### src/rtl/decode_pkg.sv
// Shared encodings for the RV32I decode stage: ALU codes, operand/writeback selects,
// opcodes and the packed control bundle carried with every buffered entry.
package decode_pkg;

    localparam logic [3:0] ALU_ADD    = 4'd0;
    localparam logic [3:0] ALU_SUB    = 4'd1;
    localparam logic [3:0] ALU_AND    = 4'd2;
    localparam logic [3:0] ALU_OR     = 4'd3;
    localparam logic [3:0] ALU_XOR    = 4'd4;
    localparam logic [3:0] ALU_SLL    = 4'd5;
    localparam logic [3:0] ALU_SRL    = 4'd6;
    localparam logic [3:0] ALU_SRA    = 4'd7;
    localparam logic [3:0] ALU_SLT    = 4'd8;
    localparam logic [3:0] ALU_SLTU   = 4'd9;
    localparam logic [3:0] ALU_MUL    = 4'd10;
    localparam logic [3:0] ALU_MULH   = 4'd11;
    localparam logic [3:0] ALU_MULHSU = 4'd12;
    localparam logic [3:0] ALU_MULHU  = 4'd13;

    localparam logic [1:0] SRC_RS     = 2'b00;
    localparam logic [1:0] SRC_RS_IMM = 2'b10;
    localparam logic [1:0] SRC_PC_IMM = 2'b11;

    localparam logic [1:0] WB_IMM = 2'b00;
    localparam logic [1:0] WB_ALU = 2'b01;
    localparam logic [1:0] WB_PC4 = 2'b10;
    localparam logic [1:0] WB_MEM = 2'b11;

    localparam logic [6:0] OPC_OP     = 7'b0110011;
    localparam logic [6:0] OPC_OP_IMM = 7'b0010011;
    localparam logic [6:0] OPC_LOAD   = 7'b0000011;
    localparam logic [6:0] OPC_STORE  = 7'b0100011;
    localparam logic [6:0] OPC_BRANCH = 7'b1100011;
    localparam logic [6:0] OPC_LUI    = 7'b0110111;
    localparam logic [6:0] OPC_AUIPC  = 7'b0010111;
    localparam logic [6:0] OPC_JAL    = 7'b1101111;
    localparam logic [6:0] OPC_JALR   = 7'b1100111;

    localparam logic [6:0] F7_BASE   = 7'b0000000;
    localparam logic [6:0] F7_ALT    = 7'b0100000;
    localparam logic [6:0] F7_MULDIV = 7'b0000001;

    typedef struct packed {
        logic [3:0] alu_op;
        logic       reg_write;
        logic [1:0] alu_src;
        logic       mem_read;
        logic       mem_write;
        logic [1:0] mem_to_reg;
        logic       branch;
        logic       jump;
        logic       illegal;
    } ctrl_t;

    // funct3 to ALU code for the base integer ops; alt picks arithmetic right shift.
    function automatic logic [3:0] base_alu_op(input logic [2:0] funct3, input logic alt);
        logic [3:0] op;
        case (funct3)
            3'b000:  op = ALU_ADD;
            3'b001:  op = ALU_SLL;
            3'b010:  op = ALU_SLT;
            3'b011:  op = ALU_SLTU;
            3'b100:  op = ALU_XOR;
            3'b101:  op = alt ? ALU_SRA : ALU_SRL;
            3'b110:  op = ALU_OR;
            3'b111:  op = ALU_AND;
            default: op = ALU_ADD;
        endcase
        return op;
    endfunction

endpackage

### src/rtl/decode_comb.sv
// Pure combinational RV32I decode: register fields, immediate generation and control
// bundle, with illegal encodings collapsed to a harmless ADD bundle flagged illegal.
module decode_comb
    import decode_pkg::*;
#(
    parameter int XLEN      = 32,
    parameter bit SUPPORT_M = 1'b0
) (
    input  logic [31:0]     instr,
    output logic [4:0]      rs1,
    output logic [4:0]      rs2,
    output logic [4:0]      rd,
    output logic [2:0]      funct3,
    output logic [XLEN-1:0] imm,
    output ctrl_t           ctrl
);

    // On RV64 funct7[0] is shamt[5], so it is not part of the shift legality check.
    localparam logic [6:0] SHIFT_MASK = (XLEN == 64) ? 7'b1111110 : 7'b1111111;

    logic [6:0]  opcode_s;
    logic [6:0]  funct7_s;
    logic [31:0] imm32_s;
    ctrl_t       dec_s;
    logic        bad_s;

    assign opcode_s = instr[6:0];
    assign funct7_s = instr[31:25];
    assign rs1      = instr[19:15];
    assign rs2      = instr[24:20];
    assign rd       = instr[11:7];
    assign funct3   = instr[14:12];
    assign imm      = {{(XLEN-31){imm32_s[31]}}, imm32_s[30:0]};

    // Opcode decode: control fields, 32-bit immediate and illegal detection.
    always_comb begin
        dec_s   = '0;
        imm32_s = 32'd0;
        bad_s   = 1'b0;
        case (opcode_s)
            OPC_OP: begin
                dec_s.alu_src    = SRC_RS;
                dec_s.mem_to_reg = WB_ALU;
                dec_s.reg_write  = 1'b1;
                case (funct7_s)
                    F7_BASE: dec_s.alu_op = base_alu_op(instr[14:12], 1'b0);
                    F7_ALT: begin
                        case (instr[14:12])
                            3'b000:  dec_s.alu_op = ALU_SUB;
                            3'b101:  dec_s.alu_op = ALU_SRA;
                            default: bad_s = 1'b1;
                        endcase
                    end
                    F7_MULDIV: begin
                        if (SUPPORT_M) begin
                            case (instr[14:12])
                                3'b000:  dec_s.alu_op = ALU_MUL;
                                3'b001:  dec_s.alu_op = ALU_MULH;
                                3'b010:  dec_s.alu_op = ALU_MULHSU;
                                3'b011:  dec_s.alu_op = ALU_MULHU;
                                default: bad_s = 1'b1;
                            endcase
                        end else begin
                            bad_s = 1'b1;
                        end
                    end
                    default: bad_s = 1'b1;
                endcase
            end
            OPC_OP_IMM: begin
                imm32_s          = {{20{instr[31]}}, instr[31:20]};
                dec_s.alu_op     = base_alu_op(instr[14:12], instr[30]);
                dec_s.alu_src    = SRC_RS_IMM;
                dec_s.mem_to_reg = WB_ALU;
                dec_s.reg_write  = 1'b1;
                if (instr[14:12] == 3'b001) begin
                    bad_s = (funct7_s & SHIFT_MASK) != 7'd0;
                end else if (instr[14:12] == 3'b101) begin
                    bad_s = (funct7_s & SHIFT_MASK & ~F7_ALT) != 7'd0;
                end else begin
                    bad_s = 1'b0;
                end
            end
            OPC_LOAD: begin
                imm32_s          = {{20{instr[31]}}, instr[31:20]};
                dec_s.alu_src    = SRC_RS_IMM;
                dec_s.mem_read   = 1'b1;
                dec_s.mem_to_reg = WB_MEM;
                dec_s.reg_write  = 1'b1;
            end
            OPC_STORE: begin
                imm32_s         = {{20{instr[31]}}, instr[31:25], instr[11:7]};
                dec_s.alu_src   = SRC_RS_IMM;
                dec_s.mem_write = 1'b1;
            end
            OPC_BRANCH: begin
                imm32_s      = {{19{instr[31]}}, instr[31], instr[7], instr[30:25], instr[11:8], 1'b0};
                dec_s.alu_op = ALU_SUB;
                dec_s.branch = 1'b1;
            end
            OPC_LUI: begin
                imm32_s         = {instr[31:12], 12'd0};
                dec_s.reg_write = 1'b1;
            end
            OPC_AUIPC: begin
                imm32_s          = {instr[31:12], 12'd0};
                dec_s.alu_src    = SRC_PC_IMM;
                dec_s.mem_to_reg = WB_ALU;
                dec_s.reg_write  = 1'b1;
            end
            OPC_JAL: begin
                imm32_s          = {{11{instr[31]}}, instr[31], instr[19:12], instr[20], instr[30:21], 1'b0};
                dec_s.alu_src    = SRC_PC_IMM;
                dec_s.mem_to_reg = WB_PC4;
                dec_s.jump       = 1'b1;
                dec_s.reg_write  = 1'b1;
            end
            OPC_JALR: begin
                imm32_s          = {{20{instr[31]}}, instr[31:20]};
                dec_s.alu_src    = SRC_RS_IMM;
                dec_s.mem_to_reg = WB_PC4;
                dec_s.jump       = 1'b1;
                dec_s.reg_write  = 1'b1;
            end
            default: bad_s = 1'b1;
        endcase
    end

    // Illegal entries carry no side effects downstream.
    always_comb begin
        if (bad_s || (instr[1:0] != 2'b11)) begin
            ctrl         = '0;
            ctrl.alu_op  = ALU_ADD;
            ctrl.illegal = 1'b1;
        end else begin
            ctrl = dec_s;
        end
    end

endmodule

### src/rtl/decode_stage.sv
// Elastic decode stage: combinational decode feeding a 2-entry (head + skid) buffer
// with flush, registered handshake and a count of entries taken downstream.
module decode_stage
    import decode_pkg::*;
#(
    parameter int XLEN      = 32,
    parameter bit SUPPORT_M = 1'b0,
    parameter int CNT_W     = 16
) (
    input  logic             clk,
    input  logic             rst,
    input  logic             flush,
    input  logic             in_valid,
    output logic             in_ready,
    input  logic [31:0]      in_instr,
    input  logic [XLEN-1:0]  in_pc,
    output logic             out_valid,
    input  logic             out_ready,
    output logic [XLEN-1:0]  out_pc,
    output logic [4:0]       out_rs1,
    output logic [4:0]       out_rs2,
    output logic [4:0]       out_rd,
    output logic [2:0]       out_funct3,
    output logic [XLEN-1:0]  out_imm,
    output logic [3:0]       out_alu_op,
    output logic             out_reg_write,
    output logic [1:0]       out_alu_src,
    output logic             out_mem_read,
    output logic             out_mem_write,
    output logic [1:0]       out_mem_to_reg,
    output logic             out_branch,
    output logic             out_jump,
    output logic             out_illegal,
    output logic [CNT_W-1:0] decoded_count
);

    typedef struct packed {
        logic [XLEN-1:0] pc;
        logic [4:0]      rs1;
        logic [4:0]      rs2;
        logic [4:0]      rd;
        logic [2:0]      funct3;
        logic [XLEN-1:0] imm;
        ctrl_t           ctrl;
    } entry_t;

    entry_t            dec_entry_s;
    entry_t            head_r;
    entry_t            skid_r;
    logic [1:0]        count_r;
    logic              out_valid_r;
    logic              in_ready_r;
    logic [CNT_W-1:0]  decoded_count_r;
    logic              push_s;
    logic              pop_s;

    decode_comb #(
        .XLEN      (XLEN),
        .SUPPORT_M (SUPPORT_M)
    ) u_decode_comb (
        .instr  (in_instr),
        .rs1    (dec_entry_s.rs1),
        .rs2    (dec_entry_s.rs2),
        .rd     (dec_entry_s.rd),
        .funct3 (dec_entry_s.funct3),
        .imm    (dec_entry_s.imm),
        .ctrl   (dec_entry_s.ctrl)
    );

    assign dec_entry_s.pc = in_pc;
    assign push_s         = in_valid && in_ready_r;
    assign pop_s          = out_valid_r && out_ready;

    // Head/skid occupancy; flush only drops valid state, reset also zeroes the data.
    always_ff @(posedge clk) begin
        if (rst) begin
            head_r      <= '0;
            skid_r      <= '0;
            count_r     <= 2'd0;
            out_valid_r <= 1'b0;
            in_ready_r  <= 1'b1;
        end else if (flush) begin
            count_r     <= 2'd0;
            out_valid_r <= 1'b0;
            in_ready_r  <= 1'b1;
        end else begin
            case ({push_s, pop_s})
                2'b10: begin
                    if (count_r == 2'd0) begin
                        head_r      <= dec_entry_s;
                        count_r     <= 2'd1;
                        out_valid_r <= 1'b1;
                        in_ready_r  <= 1'b1;
                    end else begin
                        skid_r      <= dec_entry_s;
                        count_r     <= 2'd2;
                        in_ready_r  <= 1'b0;
                    end
                end
                2'b01: begin
                    if (count_r == 2'd2) begin
                        head_r      <= skid_r;
                        count_r     <= 2'd1;
                        in_ready_r  <= 1'b1;
                    end else begin
                        count_r     <= 2'd0;
                        out_valid_r <= 1'b0;
                        in_ready_r  <= 1'b1;
                    end
                end
                // Only reachable with one entry: the head is replaced in place.
                2'b11:   head_r <= dec_entry_s;
                default: head_r <= head_r;
            endcase
        end
    end

    // Entries taken downstream; a head popped during flush is not counted.
    always_ff @(posedge clk) begin
        if (rst) begin
            decoded_count_r <= '0;
        end else if (pop_s && !flush) begin
            decoded_count_r <= decoded_count_r + 1'b1;
        end else begin
            decoded_count_r <= decoded_count_r;
        end
    end

    assign in_ready       = in_ready_r;
    assign out_valid      = out_valid_r;
    assign out_pc         = head_r.pc;
    assign out_rs1        = head_r.rs1;
    assign out_rs2        = head_r.rs2;
    assign out_rd         = head_r.rd;
    assign out_funct3     = head_r.funct3;
    assign out_imm        = head_r.imm;
    assign out_alu_op     = head_r.ctrl.alu_op;
    assign out_reg_write  = head_r.ctrl.reg_write;
    assign out_alu_src    = head_r.ctrl.alu_src;
    assign out_mem_read   = head_r.ctrl.mem_read;
    assign out_mem_write  = head_r.ctrl.mem_write;
    assign out_mem_to_reg = head_r.ctrl.mem_to_reg;
    assign out_branch     = head_r.ctrl.branch;
    assign out_jump       = head_r.ctrl.jump;
    assign out_illegal    = head_r.ctrl.illegal;
    assign decoded_count  = decoded_count_r;

endmodule

### config.mk
export PLATFORM = sky130hd
export DESIGN_NAME = decode_stage
export DESIGN_NICKNAME = d
export VERILOG_FILES = /design/src/rtl/decode_pkg.sv /design/src/rtl/decode_comb.sv /design/src/rtl/decode_stage.sv
export SDC_FILE = /design/constraint.sdc
export NUM_CORES = 1
export LEC_CHECK = 0
export ABC_AREA = 1
export ABC_CLOCK_PERIOD_IN_PS = 3600
export BUFFER_PORTS_ARGS = -buffer_cell sky130_fd_sc_hd__buf_2
export CAP_MARGIN = 20
export CORE_MARGIN = 1
export CORE_UTILIZATION = 60
export CTS_BUF_LIST = sky130_fd_sc_hd__clkbuf_2 sky130_fd_sc_hd__clkbuf_4 sky130_fd_sc_hd__clkbuf_8
export DETAILED_ROUTE_END_ITERATION = 6
export GPL_TIMING_DRIVEN = 0
export PLACE_DENSITY_LB_ADDON = 0.15
export SLEW_MARGIN = 20
export SYNTH_ARGS = -nofsm -noshare
export SYNTH_HDL_FRONTEND = slang
export SYNTH_SLANG_ARGS = --single-unit
### constraint.sdc
create_clock -name clk -period 3.6 [get_ports clk]
set_input_delay 0.18 -clock clk [delete_from_list [all_inputs] [get_ports clk]]
set_output_delay 0.18 -clock clk [all_outputs]
set_load 0.05 [all_outputs]
# Word level (Yosys, flattened, before mapping)
# Memories as Yosys holds them, arrays and structs flattened.
# Cells that the tools add are included.
[totals] regBits=212 rom_bits=32 mem_bits_rw=0 output_inout_bits=114 memories=1 wordCells=118 latchBits=0
[classes] reduce_logical=25 div=0 add_sub_neg=1 n_eq_ne=25 mul=0 n_lt_le_gt_ge=0 muxes=30 shift=0 bitwise=2
[memory_table] memory="(name not given)" depth=8 word_bits=4 read_ports=1 rd_ports_with_merged_regs=0 write_ports=0 line="decode_pkg.sv:58" source="case (funct3)"
[op_table] op="$pmux 96 s3" n=1
[op_table] op="$mux 96" n=2
[op_table] op="$pmux 32 s5" n=1
[op_table] op="$pmux 4 s8" n=1
[op_table] op="$eq 7x6->1 const B" n=4
[op_table] op="$eq 7x7->1 const B" n=3
[op_table] op="$add 16x1->16 const B" n=1
[op_table] op="$eq 7x5->1 const B" n=2
[op_table] op="$mux 14" n=1
[op_table] op="$reduce_bool 7->1" n=2
[op_table] op="$reduce_or 7->1" n=2
[op_table] op="$mux 1" n=13
[op_table] op="$eq 3x3->1 const B" n=4
[op_table] op="$pmux 4 s3" n=1
[op_table] op="$reduce_or 2->1" n=5
[op_table] op="$ne 2x2->1 const B" n=4
[op_table] op="$pmux 2 s2" n=2
[op_table] op="$pmux 4 s2" n=1
[op_table] op="$eq 7x2->1 const B" n=1
[op_table] op="$logic_not 7->1" n=1
[op_table] op="$eq 2x2->1 const B" n=3
[op_table] op="$eq 3x2->1 const B" n=2
[op_table] op="$pmux 1 s2" n=3
[op_table] op="$pmux 2 s3" n=1
[op_table] op="17 further kinds" n=22

# Logic depth before layout (Yosys ltp)
# Gate-level depths: netlist of run 1.
[logic_depth] word_depth=9 ltp_mapped=13 depth_no_buf=12

# Cells and area by module
# Synthesis of run 1 repeated with hierarchy kept, for this count alone.
[hier_totals] cells_unflattened=1404 area_unflattened_um2=9897.0
[by_module_without_submodules] mod="decode_stage" n_inst=1 cells_per_inst=1208 seq_area_each_um2=4244.1 area_per_inst_um2=8824.7
[by_module_without_submodules] mod="decode_comb" n_inst=1 cells_per_inst=196 seq_area_each_um2=0.0 area_per_inst_um2=1072.3

# Worst setup path after synthesis of run 1
# No wires, ideal clock.
[synth_path] path_type="register -> register" startpoint="reg in_ready_r (netlist: in_ready)" endpoint="reg skid_r[9] (netlist bit)" setup_time_ns=0.121 arrival_time_ns=1.994 setup_slack_ns=1.485 stages_incl_launch_ff=12 required_time_ns=3.479 path_cell_list="dfxtp_1 > nand2_1 > inv_1 > ha_1 > inv_1 > nor2_1 > inv_2 > nor2_2 > buf_2 > buf_2 > buf_2 > a21oi_1"
[synth_via] elab_chain_cells=3
[synth_rtl] item="start, declared" line="decode_stage.sv:52" source="logic in_ready_r;"
[synth_rtl] item="start signal, assigned" line="decode_stage.sv:81" source="in_ready_r <= 1'b1;"
[synth_rtl] item="start signal, assigned" line="decode_stage.sv:85" source="in_ready_r <= 1'b1;"
[synth_rtl] item="start signal, assigned" line="decode_stage.sv:93" source="in_ready_r <= 1'b1;"
[synth_rtl] item="$logic_and 1x1->1" line="decode_stage.sv:71" source="assign push_s = in_valid && in_ready_r;"
[synth_rtl] item="$eq 2x2->1" line="decode_stage.sv:87" source="case ({push_s, pop_s})"
[synth_rtl] item="$reduce_and 3->1 (no line)"
[synth_rtl] item="end signal, assigned" line="decode_stage.sv:95" source="skid_r <= dec_entry_s;"
[synth_rtl] item="end, declared" line="decode_stage.sv:49" source="entry_t skid_r;"
# Every way passes these cells.
# A chain may end at the register's enable or synchronous reset.

# Final worst setup path of run 1
[layout_path] startpoint="reg out_valid_r (netlist: out_valid)" endpoint="reg head_r, in the netlist out_alu_src[0]"
[layout_via] elab_chain_cells=4 word_cells_on_any_way=9 cone_classes="5 x eq/ne; 1 x mux; 3 x reduce/logical"
[layout_rtl] item="start, declared" line="decode_stage.sv:51" source="logic out_valid_r;"
[layout_rtl] item="start signal, assigned" line="decode_stage.sv:80" source="out_valid_r <= 1'b0;"
[layout_rtl] item="start signal, assigned" line="decode_stage.sv:84" source="out_valid_r <= 1'b0;"
[layout_rtl] item="start signal, assigned" line="decode_stage.sv:92" source="out_valid_r <= 1'b1;"
[layout_rtl] item="$logic_and 1x1->1 (*)" line="decode_stage.sv:72" source="assign pop_s = out_valid_r && out_ready;"
[layout_rtl] item="$eq 2x1->1 or $eq 2x2->1 (tied branches)" line="decode_stage.sv:87"
[layout_rtl] item="$ne 2x2->1 (no line) or $reduce_bool 3->1 (tied branches)"
[layout_rtl] item="$reduce_and 4->1 (no line)"
[layout_rtl] item="end signal, assigned" line="decode_stage.sv:90" source="head_r <= dec_entry_s;"
[layout_rtl] item="end signal, assigned" line="decode_stage.sv:102" source="head_r <= skid_r;"
[layout_rtl] item="end signal, assigned" line="decode_stage.sv:112" source="2'b11: head_r <= dec_entry_s;"
[layout_rtl] item="end, declared" line="decode_stage.sv:48" source="entry_t head_r;"
# Every way passes the cells marked *; elsewhere a longest branch is shown, timed or not.

==> impl_metrics.env, run 1 <==
export IMPL_synthMuxAreaShare=0
export IMPL_rr_startpoint="out_valid"
export IMPL_ios=183
export IMPL_start_util=0.616
export IMPL_fp_dieArea_mm2=0.0162
export IMPL_largest_reg_flops=96
export IMPL_fillers=1185
export IMPL_first_pass_iters=7
export IMPL_grt_antenna_before_repair=0
export IMPL_r2r_cells=8
export IMPL_rrSetupSlack_ps=1070
export IMPL_top_register="skid_r"
export IMPL_powerDensity_mw_per_mm2=478
export IMPL_tightest_slew_ps=840
export IMPL_path_class="flop to flop"
export IMPL_hold_start="flush"
export IMPL_die_x_um=127
export IMPL_r2r_end="out_alu_src[0]"
export IMPL_maxCapViolCount=0
export IMPL_cts_tree="done"
export IMPL_core_mm2=0.0153
export IMPL_yosys_area_share_simple=0.213
export IMPL_drc_errors=10
export IMPL_synth_net_count=1334
export IMPL_ys_seq_area_frac=0.452
export IMPL_min_to="out_valid"
export IMPL_synth_compound_area_frac=0.242
export IMPL_antennaDiodeCount=0
export IMPL_min_path_type="input port to flop"
export IMPL_synth_adder_area_share=0.00533
export IMPL_yosysWarnings=0
export IMPL_die_h_um=127
export IMPL_rows=45
export IMPL_violations="DRC"
export IMPL_routed_wl_mm=30.9
export IMPL_nNetsFinal=1602
export IMPL_synthFlopType="dfxtp_1"
export IMPL_num_vias=10142
export IMPL_cp_max_fo=10
export IMPL_clock_skew_final_ps=19.7
export IMPL_cts_clk_slew_worst_paths_ps=60
export IMPL_htreeDepth=2
export IMPL_synth_edf_count=0
export IMPL_synth_top_family_by_area="compound AO/OA/AOI/OAI gates"
export IMPL_status="finished with violations"
export IMPL_postSynthCellCount=1261
export IMPL_postCtsSetupRepairBufs=0
export IMPL_power_leakage_nw=5.60
export IMPL_wl_per_cell_um=17.5
export IMPL_synth_ff_latch_count=212
export IMPL_gp_congestion=0.967
export IMPL_fin_crit_ps=2530
export IMPL_cp_required_ps=4040
export IMPL_slew_headroom=0.440
export IMPL_grt_overflow=0
export IMPL_dpl_hpwl_mm=21.1
export IMPL_total_power_mw=5.63
export IMPL_rsz0062_at_grt="no"
export IMPL_cts_max_path_buffers=3
export IMPL_cts_sinks=212
export IMPL_first_global_vias=9349
export IMPL_cts_root_buffer="clkbuf_8"
export IMPL_syn_area_mm2=0.00940
export IMPL_antenna_left=0
export IMPL_grt_usage=0.379
export IMPL_insertion_delay_ps=530
export IMPL_arrival_ps=2980
export IMPL_grt_pass1_wl_mm=48.1
export IMPL_io_buffers=181
export IMPL_dr_first_iter_drc_count=889
export IMPL_vias_per_cell=5.75
export IMPL_vdd_ir_drop_max_mv=0.414
export IMPL_start_kind="flop"
export IMPL_synth_xor_area_frac=0.000932
export IMPL_areaGrowthSynthToFinish_pct=25.3
export IMPL_finalHoldViolCount=0
export IMPL_postSynth_asyncResetShare=0
export IMPL_cts_buffers=35
export IMPL_yosysUniqueCellTypes=44
export IMPL_maxSlewViolCount=0
export IMPL_synth_avg_cell_area_um2=7.45
export IMPL_period_share=0.703
export IMPL_cts_repair_resized=0
export IMPL_hold_depth=4
export IMPL_drive_gt1_frac=0.240
export IMPL_critPathCaptureType="flop"
export IMPL_finalSetupTns_ps=0
export IMPL_setup_violations=0
export IMPL_grt_max_degree=11
export IMPL_fmax_mhz=395
## synthesized netlist by cell type, types with 2 or more instances
cell type  instances  share of area
nand2_1          223          0.089
dfxtp_1          212           0.45
o21ai_0          182          0.097
nor2_1           145          0.058
a21oi_1          108          0.058
inv_1             77          0.031
clkbuf_1          54          0.022
a31oi_1           51          0.034
inv_2             26          0.010
nand3_1           25          0.013
buf_2             24          0.013
nand3_2           21          0.022
o21bai_1          14          0.011
o211ai_2          11          0.015
a21oi_2            9         0.0084
nand4_1            9         0.0060
nor2_2             9         0.0060
o21ai_2            8         0.0075
ha_1               4         0.0053
nand2_2            4         0.0027
nor2_4             4         0.0048
o21ai_1            4         0.0021
o22ai_1            4         0.0027
buf_1              3         0.0012
buf_4              3         0.0024
clkinv_1           3         0.0012
nand2_4            3         0.0036
o211ai_1           3         0.0024
buf_12             2         0.0043
o21a_1             2         0.0016
## logic make-up (layout without fill, tap and decap cells)
kind of cell | Yosys count | count (layout)
simple gates | 451 | 451
compound gates | 399 | 399
flops | 212 | 212
buf+inv | 194 | 485
fa+ha+maj | 4 | 4
xor+xnor | 1 | 1
## power breakdown
part	leakage (nW)	internal (mW)	switching [mW]
Sequential	1.73	2.47	0.0674
Clock	0.385	1.22	0.965
Combinational	3.49	0.250	0.662
Total	5.60	3.94	1.69
## metal layers
| metal | GRT usage | up-vias | wire, um | share of wire |
|---|---|---|---|---|
| met5 | 0 | - | 0 | 0 |
| met4 | 0.167 | 0 | 1290 | 0.042 |
| met3 | 0.0678 | 114 | 3310 | 0.11 |
| met2 | 0.609 | 638 | 13700 | 0.44 |
| met1 | 0.500 | 4666 | 12600 | 0.41 |
| li1 | - | 4724 | - | - |
## cell usage in the layout, fill, tap and decap left out, types with 26 or more instances in the layout
master / netlist / layout
inv_2: 26 / 26
a21oi_1: 108 / 108
dlygate4sd3_1: 0 / 50
a31oi_1: 51 / 51
nor2_1: 145 / 145
clkbuf_8: 0 / 43
clkbuf_1: 54 / 54
o21ai_0: 182 / 182
nand2_1: 223 / 223
buf_2: 24 / 205
dfxtp_1: 212 / 212
inv_1: 77 / 77
## worst max-delay path: stages (launching register included)
cell and delay (ps):
dfxtp_1 330, nand2_1 120, inv_2 70, ha_1 230, inv_1 140, clkbuf_1 570, clkbuf_1 590, o21ai_0 210
a21oi_1 180
## worst max-delay path by stage
stage          startpoint        endpoint  slack, ps  cells past startpoint
4_1_cts         out_valid  out_alu_src[0]       1170                      8
6_report        out_valid  out_alu_src[0]       1070                      8
3_3_place_gp    out_valid  out_alu_src[0]       1260                      8
3_5_place_dp    out_valid  out_alu_src[0]       1200                      8
2_1_floorplan    in_ready       skid_r[9]       1480                     11
5_1_grt         out_valid      out_pc[23]       1000                      9
## through the flow
stage               cells  area, um2  worst slack, ps  hold WS [ps]  utilization
floorplan            1261       9400             1480           308            -
global placement     1653      10600             1260           421        0.693
detailed placement   1653      10600             1200           424        0.693
CTS                  1763      11800             1170          2.42        0.772
global route         1763      11800             1000          29.2        0.772
finish               1763      11800             1070          33.0        0.772
## area by class of cell
| type | instances | area, um2 | share of cell area |
|---|---|---|---|
| multi-input combinational | 855 | 4340 | 0.369 |
| timing repair buffer | 231 | 1410 | 0.119 |
| clock inverter | 3 | 15.0 | 0.00127 |
| sequential | 212 | 4240 | 0.360 |
| inverter | 107 | 404 | 0.0343 |
| tap | 211 | 264 | 0.0224 |
| clock buffer | 57 | 697 | 0.0592 |
| buffer | 87 | 408 | 0.0346 |
## timing repair
item | 4_1_cts | 5_1_grt
setup endpoints to repair | 0 | 0
endpoints found under the hold margin | 94 | 0
hold buffers | 50 | 0
Power figures use the tool's default switching activity.
==> inputs of run 2 (changes only) <==
--- a/config.mk
+++ b/config.mk
@@ -5,12 +5,12 @@
 export SDC_FILE = /design/constraint.sdc
 export NUM_CORES = 1
 export LEC_CHECK = 0
-export ABC_AREA = 1
-export ABC_CLOCK_PERIOD_IN_PS = 3600
+export ABC_AREA = 0
+export ABC_CLOCK_PERIOD_IN_PS = 2400
 export BUFFER_PORTS_ARGS = -buffer_cell sky130_fd_sc_hd__buf_2
 export CAP_MARGIN = 20
 export CORE_MARGIN = 1
-export CORE_UTILIZATION = 60
+export CORE_UTILIZATION = 57
 export CTS_BUF_LIST = sky130_fd_sc_hd__clkbuf_2 sky130_fd_sc_hd__clkbuf_4 sky130_fd_sc_hd__clkbuf_8
 export DETAILED_ROUTE_END_ITERATION = 6
 export GPL_TIMING_DRIVEN = 0
==> constraint.sdc (replaced) <==
create_clock -name clk -period 2.4 [get_ports clk]
set_input_delay 0.12 -clock clk [delete_from_list [all_inputs] [get_ports clk]]
set_output_delay 0.12 -clock clk [all_outputs]
set_load 0.05 [all_outputs]
==> impl_metrics.env, run 2 <==
export IMPL_status="finished clean"
export IMPL_postSynth_asyncResetShare=0
export IMPL_cp_max_fo=10
export IMPL_synth_avg_cell_area_um2=8.18
export IMPL_multiInputGateArea_mm2=0.00447
export IMPL_synth_ff_latch_count=212
export IMPL_yosysWarnings=0
export IMPL_fp_dieArea_mm2=0.0165
export IMPL_htreeDepth=2
export IMPL_antenna_left=0
export IMPL_start_kind="flop"
export IMPL_areaGrowthSynthToFinish_pct=27.2
export IMPL_path_class="flop to flop"
export IMPL_first_pass_iters=5
export IMPL_yosysMostFrequentCell="dfxtp_1"
export IMPL_nNetsFinal=1458
export IMPL_netlist_area_leader_share=0.465
export IMPL_cts_sinks=212
export IMPL_cts_clk_slew_worst_paths_ps=60
export IMPL_antennaDiodeCount=0
export IMPL_register_area_mm2=0.00424
export IMPL_fin_cells=1618
export IMPL_yosysTopAreaCell="dfxtp_1"
export IMPL_postSynthCellCount=1115
export IMPL_rsz0062_at_grt="yes"
export IMPL_first_global_vias=8613
export IMPL_synthFlopType="dfxtp_1"
export IMPL_fin_area_mm2=0.0116
export IMPL_wl_per_cell_um=17.6
export IMPL_layout_common_cells="dfxtp_1, buf_2, nand2_1"
export IMPL_critPathCaptureType="flop"
export IMPL_dp_cells=1507
export IMPL_io_buffers=181
export IMPL_ios=183
export IMPL_slew_headroom=0.466
export IMPL_start_util=0.591
export IMPL_cp_required_ps=2820
export IMPL_core_mm2=0.0154
export IMPL_netlist_top_cells_count="dfxtp_1, nand2_1, a21oi_1"
export IMPL_die_x_um=128
export IMPL_powerDensity_mw_per_mm2=703
export IMPL_die_h_um=128
export IMPL_num_vias=9289
export IMPL_ys_seq_area_frac=0.465
export IMPL_yosysUniqueCellTypes=62
export IMPL_power_leakage_nw=4.63
export IMPL_utilization=0.752
export IMPL_clock_skew_final_ps=13.8
export IMPL_top_register="skid_r"
export IMPL_fmax_mhz=427
export IMPL_tightest_slew_ps=801
export IMPL_gp_congestion=0.916
export IMPL_cts_buffers=34
export IMPL_synth_area_leaders="dfxtp_1, a21oi_1, nand2_1"
export IMPL_cts_tree="done"
export IMPL_grt_overflow=0
export IMPL_cts_max_path_buffers=3
export IMPL_maxSlewViolCount=0
export IMPL_grt_max_degree=12
export IMPL_placed_area_mm2=0.0103
export IMPL_drive_gt1_frac=0.215
export IMPL_grt_antenna_before_repair=0
export IMPL_synth_edf_count=0
export IMPL_rows=45
export IMPL_vias_per_cell=5.74
export IMPL_cts_root_buffer="clkbuf_8"
export IMPL_grt_usage=0.342
export IMPL_layout_cells_most_common="dfxtp_1"
export IMPL_fin_crit_ps=2340
export IMPL_grt_pass1_wl_mm=44.0
export IMPL_largest_reg_flops=96
export IMPL_min_path_type="input port to flop"
export IMPL_synth_net_count=1188
export IMPL_vdd_ir_drop_max_mv=0.445
export IMPL_setup_violations=0
export IMPL_period_share=0.975
export IMPL_arrival_ps=2760
export IMPL_maxCapViolCount=0
export IMPL_insertion_delay_ps=520
export IMPL_finalHoldViolCount=0
export IMPL_fillers=1207
export IMPL_dpl_hpwl_mm=19.4
export IMPL_dr_first_iter_drc_count=729
export IMPL_syn_area_mm2=0.00912
export IMPL_drc_errors=0
export IMPL_routed_wl_mm=28.5
==> run 2: changes by cell type after synthesis, moves of 21 or more <==
cell and delta:
inv_2 -25, nand2_1 -38, a31oi_1 -51, inv_1 -70
nor3_1 +21, o21ai_0 -129, a21oi_1 +31, a211oi_1 +73
mux2i_1 +54, nand3_2 -21
==> run 2: kinds of logic (layout without fill, tap and decap cells) <==
group | count (synthesis) | in the layout | synth area share
compound gates | 314 | 314 | 0.209
xor+xnor | 14 | 14 | 0.0134
fa+ha+maj | 4 | 4 | 0.00549
buf+inv | 101 | 393 | 0.0467
flops | 212 | 212 | 0.465
mux | 54 | 54 | 0.0593
simple gates | 416 | 416 | 0.201
==> run 2: what timing repair did <==
| action | in CTS | in global routing |
|---|---|---|
| setup buffers | 0 | 1 |
| endpoints found under the setup margin | 105 | 110 |
| gates resized for setup | 12 | 25 |
| endpoints found under the hold margin | 118 | 0 |
| hold buffers | 53 | 0 |
| cloned | 0 | 0 |
==> run 2: cell type report <==
type | instances | area share
Multi-Input combinational cell | 802 | 0.385
Sequential cell | 212 | 0.366
Timing Repair Buffer | 235 | 0.126
Clock buffer | 55 | 0.0593
Buffer | 92 | 0.0371
Tap cell | 211 | 0.0228
Inverter | 8 | 0.00259
Clock inverter | 3 | 0.00151
==> run 2: power by group <==
group | switching, mW | internal, mW
clock | 1.40 | 1.81
combinational | 0.859 | 0.367
sequential | 0.0697 | 3.65
==> run 2: layer usage <==
layer  vias to the layer above  global-route usage  share of wire
met3                        89              0.0557          0.086
met5                         -                   0              0
met1                      4310               0.455           0.42
met2                       464               0.547           0.45
li1                       4426                   -              -
met4                         0               0.158          0.038
==> run 2: worst max-delay path, stage by stage, from the launching register on <==
cell and delay [ps]:
dfxtp_1 440, nand2_2 120, inv_1 70, ha_1 180, buf_2 350, clkbuf_1 610, mux2i_1 170, a211oi_1 300
==> run 2: worst paths after layout <==
| kind | startpoint | end | slack (ps) | cells past startpoint |
|---|---|---|---|---|
| setup reg to reg | out_valid | out_pc[1] | 60 | 7 |
| setup / recovery | out_valid | out_pc[1] | 60 | 7 |
| hold / removal | out_ready | decoded_count[1] | 60 | 4 |
| hold reg to reg | out_imm[29] | out_imm[29] | 440 | 2 |
==> run 2: per-stage QoR <==
stage	hold slack (ps)	setup TNS, ps	power, mW	worst slack (ps)
after detailed placement	378	-8040	4.91	-297
after CTS	50.3	0	8.13	6.78
after floorplan	256	0	4.56	51.1
final	58.3	0	8.15	59.9
after global routing	92.9	-20.9	8.41	-12.2
after global placement	373	-6890	4.89	-302
==> inputs of run 3 (changes only) <==
--- a/config.mk
+++ b/config.mk
@@ -6,11 +6,11 @@
 export NUM_CORES = 1
 export LEC_CHECK = 0
 export ABC_AREA = 0
-export ABC_CLOCK_PERIOD_IN_PS = 2400
+export ABC_CLOCK_PERIOD_IN_PS = 2100
 export BUFFER_PORTS_ARGS = -buffer_cell sky130_fd_sc_hd__buf_2
 export CAP_MARGIN = 20
 export CORE_MARGIN = 1
-export CORE_UTILIZATION = 57
+export CORE_UTILIZATION = 51
 export CTS_BUF_LIST = sky130_fd_sc_hd__clkbuf_2 sky130_fd_sc_hd__clkbuf_4 sky130_fd_sc_hd__clkbuf_8
 export DETAILED_ROUTE_END_ITERATION = 6
 export GPL_TIMING_DRIVEN = 0
==> constraint.sdc (replaced) <==
create_clock -name clk -period 2.1 [get_ports clk]
set_input_delay 0.105 -clock clk [delete_from_list [all_inputs] [get_ports clk]]
set_output_delay 0.105 -clock clk [all_outputs]
set_load 0.05 [all_outputs]
==> impl_metrics.env, run 3 (synthesis results as in run 2) <==
export IMPL_arrival_ps=2460
export IMPL_finalSetupTns_ps=0
export IMPL_antenna_left=0
export IMPL_layout_cells_most_common="dfxtp_1"
export IMPL_fin_cells=1642
export IMPL_clock_skew_final_ps=13.2
export IMPL_largest_reg_flops=96
export IMPL_placed_area_mm2=0.0103
export IMPL_min_to="decoded_count[1]"
export IMPL_crit_chain="nand2_4, inv_4, ha_4, nor2b_4, a211oi_2, o21a_2, clkbuf_16, buf_12, buf_8, a211oi_2"
export IMPL_powerDensity_mw_per_mm2=792
export IMPL_r2r_cells=10
export IMPL_max_stage_delay_ps=360
export IMPL_grt_pass1_wl_mm=44.0
export IMPL_vdd_ir_drop_max_mv=0.506
export IMPL_dr_first_iter_drc_count=809
export IMPL_grt_overflow=0
export IMPL_grt_max_degree=11
export IMPL_cts_max_path_buffers=3
export IMPL_top_register="skid_r"
export IMPL_utilization=0.698
export IMPL_routed_wl_mm=29.9
export IMPL_critPathCaptureType="flop"
export IMPL_layout_setup_ws_ps=3.93
export IMPL_timing_hold_ws_ps=25.4
export IMPL_htreeDepth=2
export IMPL_slew_headroom=0.469
export IMPL_rr_startpoint="out_valid"
export IMPL_maxCapViolCount=0
export IMPL_fmax_mhz=477
export IMPL_cpMostUsedCell="a211oi_2"
export IMPL_wl_per_cell_um=18.2
export IMPL_die_x_um=136
export IMPL_ios=183
export IMPL_dp_slack_ps=-587
export IMPL_io_buffers=181
export IMPL_cp_max_fo=7
export IMPL_first_global_vias=8224
export IMPL_drive_gt1_frac=0.257
export IMPL_crit_start="out_valid"
export IMPL_grt_usage=0.310
export IMPL_min_path_type="input port to flop"
export IMPL_hold_depth=4
export IMPL_grt_antenna_before_repair=0
export IMPL_finalHoldViolCount=0
export IMPL_cts_clk_slew_worst_paths_ps=70
export IMPL_tightest_slew_ps=789
export IMPL_rsz0062_at_grt="yes"
export IMPL_period_share=0.998
export IMPL_cts_buffers=36
export IMPL_r2r_end="out_pc[24]"
export IMPL_cp_required_ps=2470
export IMPL_hold_start="out_ready"
export IMPL_total_power_mw=9.59
export IMPL_first_pass_iters=5
export IMPL_insertion_delay_ps=520
export IMPL_rows=48
export IMPL_drc_errors=0
export IMPL_nNetsFinal=1470
export IMPL_setup_violations=0
export IMPL_fin_area_mm2=0.0121
export IMPL_num_vias=9270
export IMPL_layout_common_cells="dfxtp_1, buf_2, nand2_1"
export IMPL_vias_per_cell=5.65
export IMPL_core_mm2=0.0174
export IMPL_power_leakage_nw=4.80
export IMPL_cts_root_buffer="clkbuf_8"
export IMPL_areaGrowthSynthToFinish_pct=32.8
export IMPL_cts_tree="done"
export IMPL_die_h_um=136
export IMPL_rrSetupSlack_ps=4
export IMPL_dpl_hpwl_mm=19.8
export IMPL_start_kind="flop"
export IMPL_gp_congestion=0.921
export IMPL_path_class="flop to flop"
export IMPL_status="finished clean"
export IMPL_start_util=0.525
export IMPL_antennaDiodeCount=0
export IMPL_fp_dieArea_mm2=0.0184
export IMPL_crit_slowest_cell="dfxtp_4"
export IMPL_dp_cells=1521
export IMPL_fin_crit_ps=2100
export IMPL_cts_sinks=212
export IMPL_maxSlewViolCount=0
## run 3: worst max-delay path: cells and delay by family (launching register included)
| kind | cells | cell delay [ps] |
|---|---|---|
| AOI/OAI and AO/OA | 3 | 660 |
| buffers and inverters | 4 | 530 |
| DFF | 1 | 360 |
| and+or+nand+nor | 2 | 220 |
| adders and majority gates | 1 | 160 |
## run 3: area by class of cell
| cell class | count | area, um2 |
|---|---|---|
| Buffer | 93 | 582 |
| Clock buffer | 57 | 691 |
| Clock inverter | 1 | 30.0 |
| Fill cell | 1451 | 5250 |
| Inverter | 8 | 32.5 |
| Multi-Input combinational cell | 802 | 4670 |
| Sequential cell | 212 | 4250 |
| Tap cell | 225 | 282 |
| Timing Repair Buffer | 244 | 1580 |
## run 3: metal layers
| layer | wire length (um) | track usage | share of wire | vias up |
|---|---|---|---|---|
| li1 | - | - | - | 4461 |
| met1 | 12800 | 0.414 | 0.43 | 4338 |
| met3 | 2300 | 0.0606 | 0.077 | 67 |
| met2 | 13900 | 0.493 | 0.46 | 404 |
| met5 | 0 | 0 | 0 | - |
| met4 | 892 | 0.112 | 0.030 | 0 |
## run 3: worst max path at each step
stage | end | slack (ps) | cells past startpoint
2_1_floorplan | out_mem_to_reg[0] | 10 | 9
3_3_place_gp | out_mem_to_reg[1] | -580 | 9
3_5_place_dp | out_mem_to_reg[1] | -590 | 9
4_1_cts | out_rd[0] | 1 | 10
5_1_grt | out_rs1[1] | -120 | 10
6_report | out_pc[24] | 4 | 10
## run 3: what timing repair did
item | CTS | global route
pin swaps | 3 | 18
gates resized for setup | 48 | 100
setup buffers | 2 | 5
hold endpoints to repair | 123 | 0
hold buffers | 53 | 0
setup endpoints to repair | 187 | 185
gates cloned | 0 | 3
## run 3: power by group
| group | total (mW) | switching, mW | internal (mW) |
|---|---|---|---|
| registers | 4.25 | 0.0836 | 4.17 |
| logic | 1.54 | 1.04 | 0.500 |
| clock network | 3.80 | 1.62 | 2.18 |
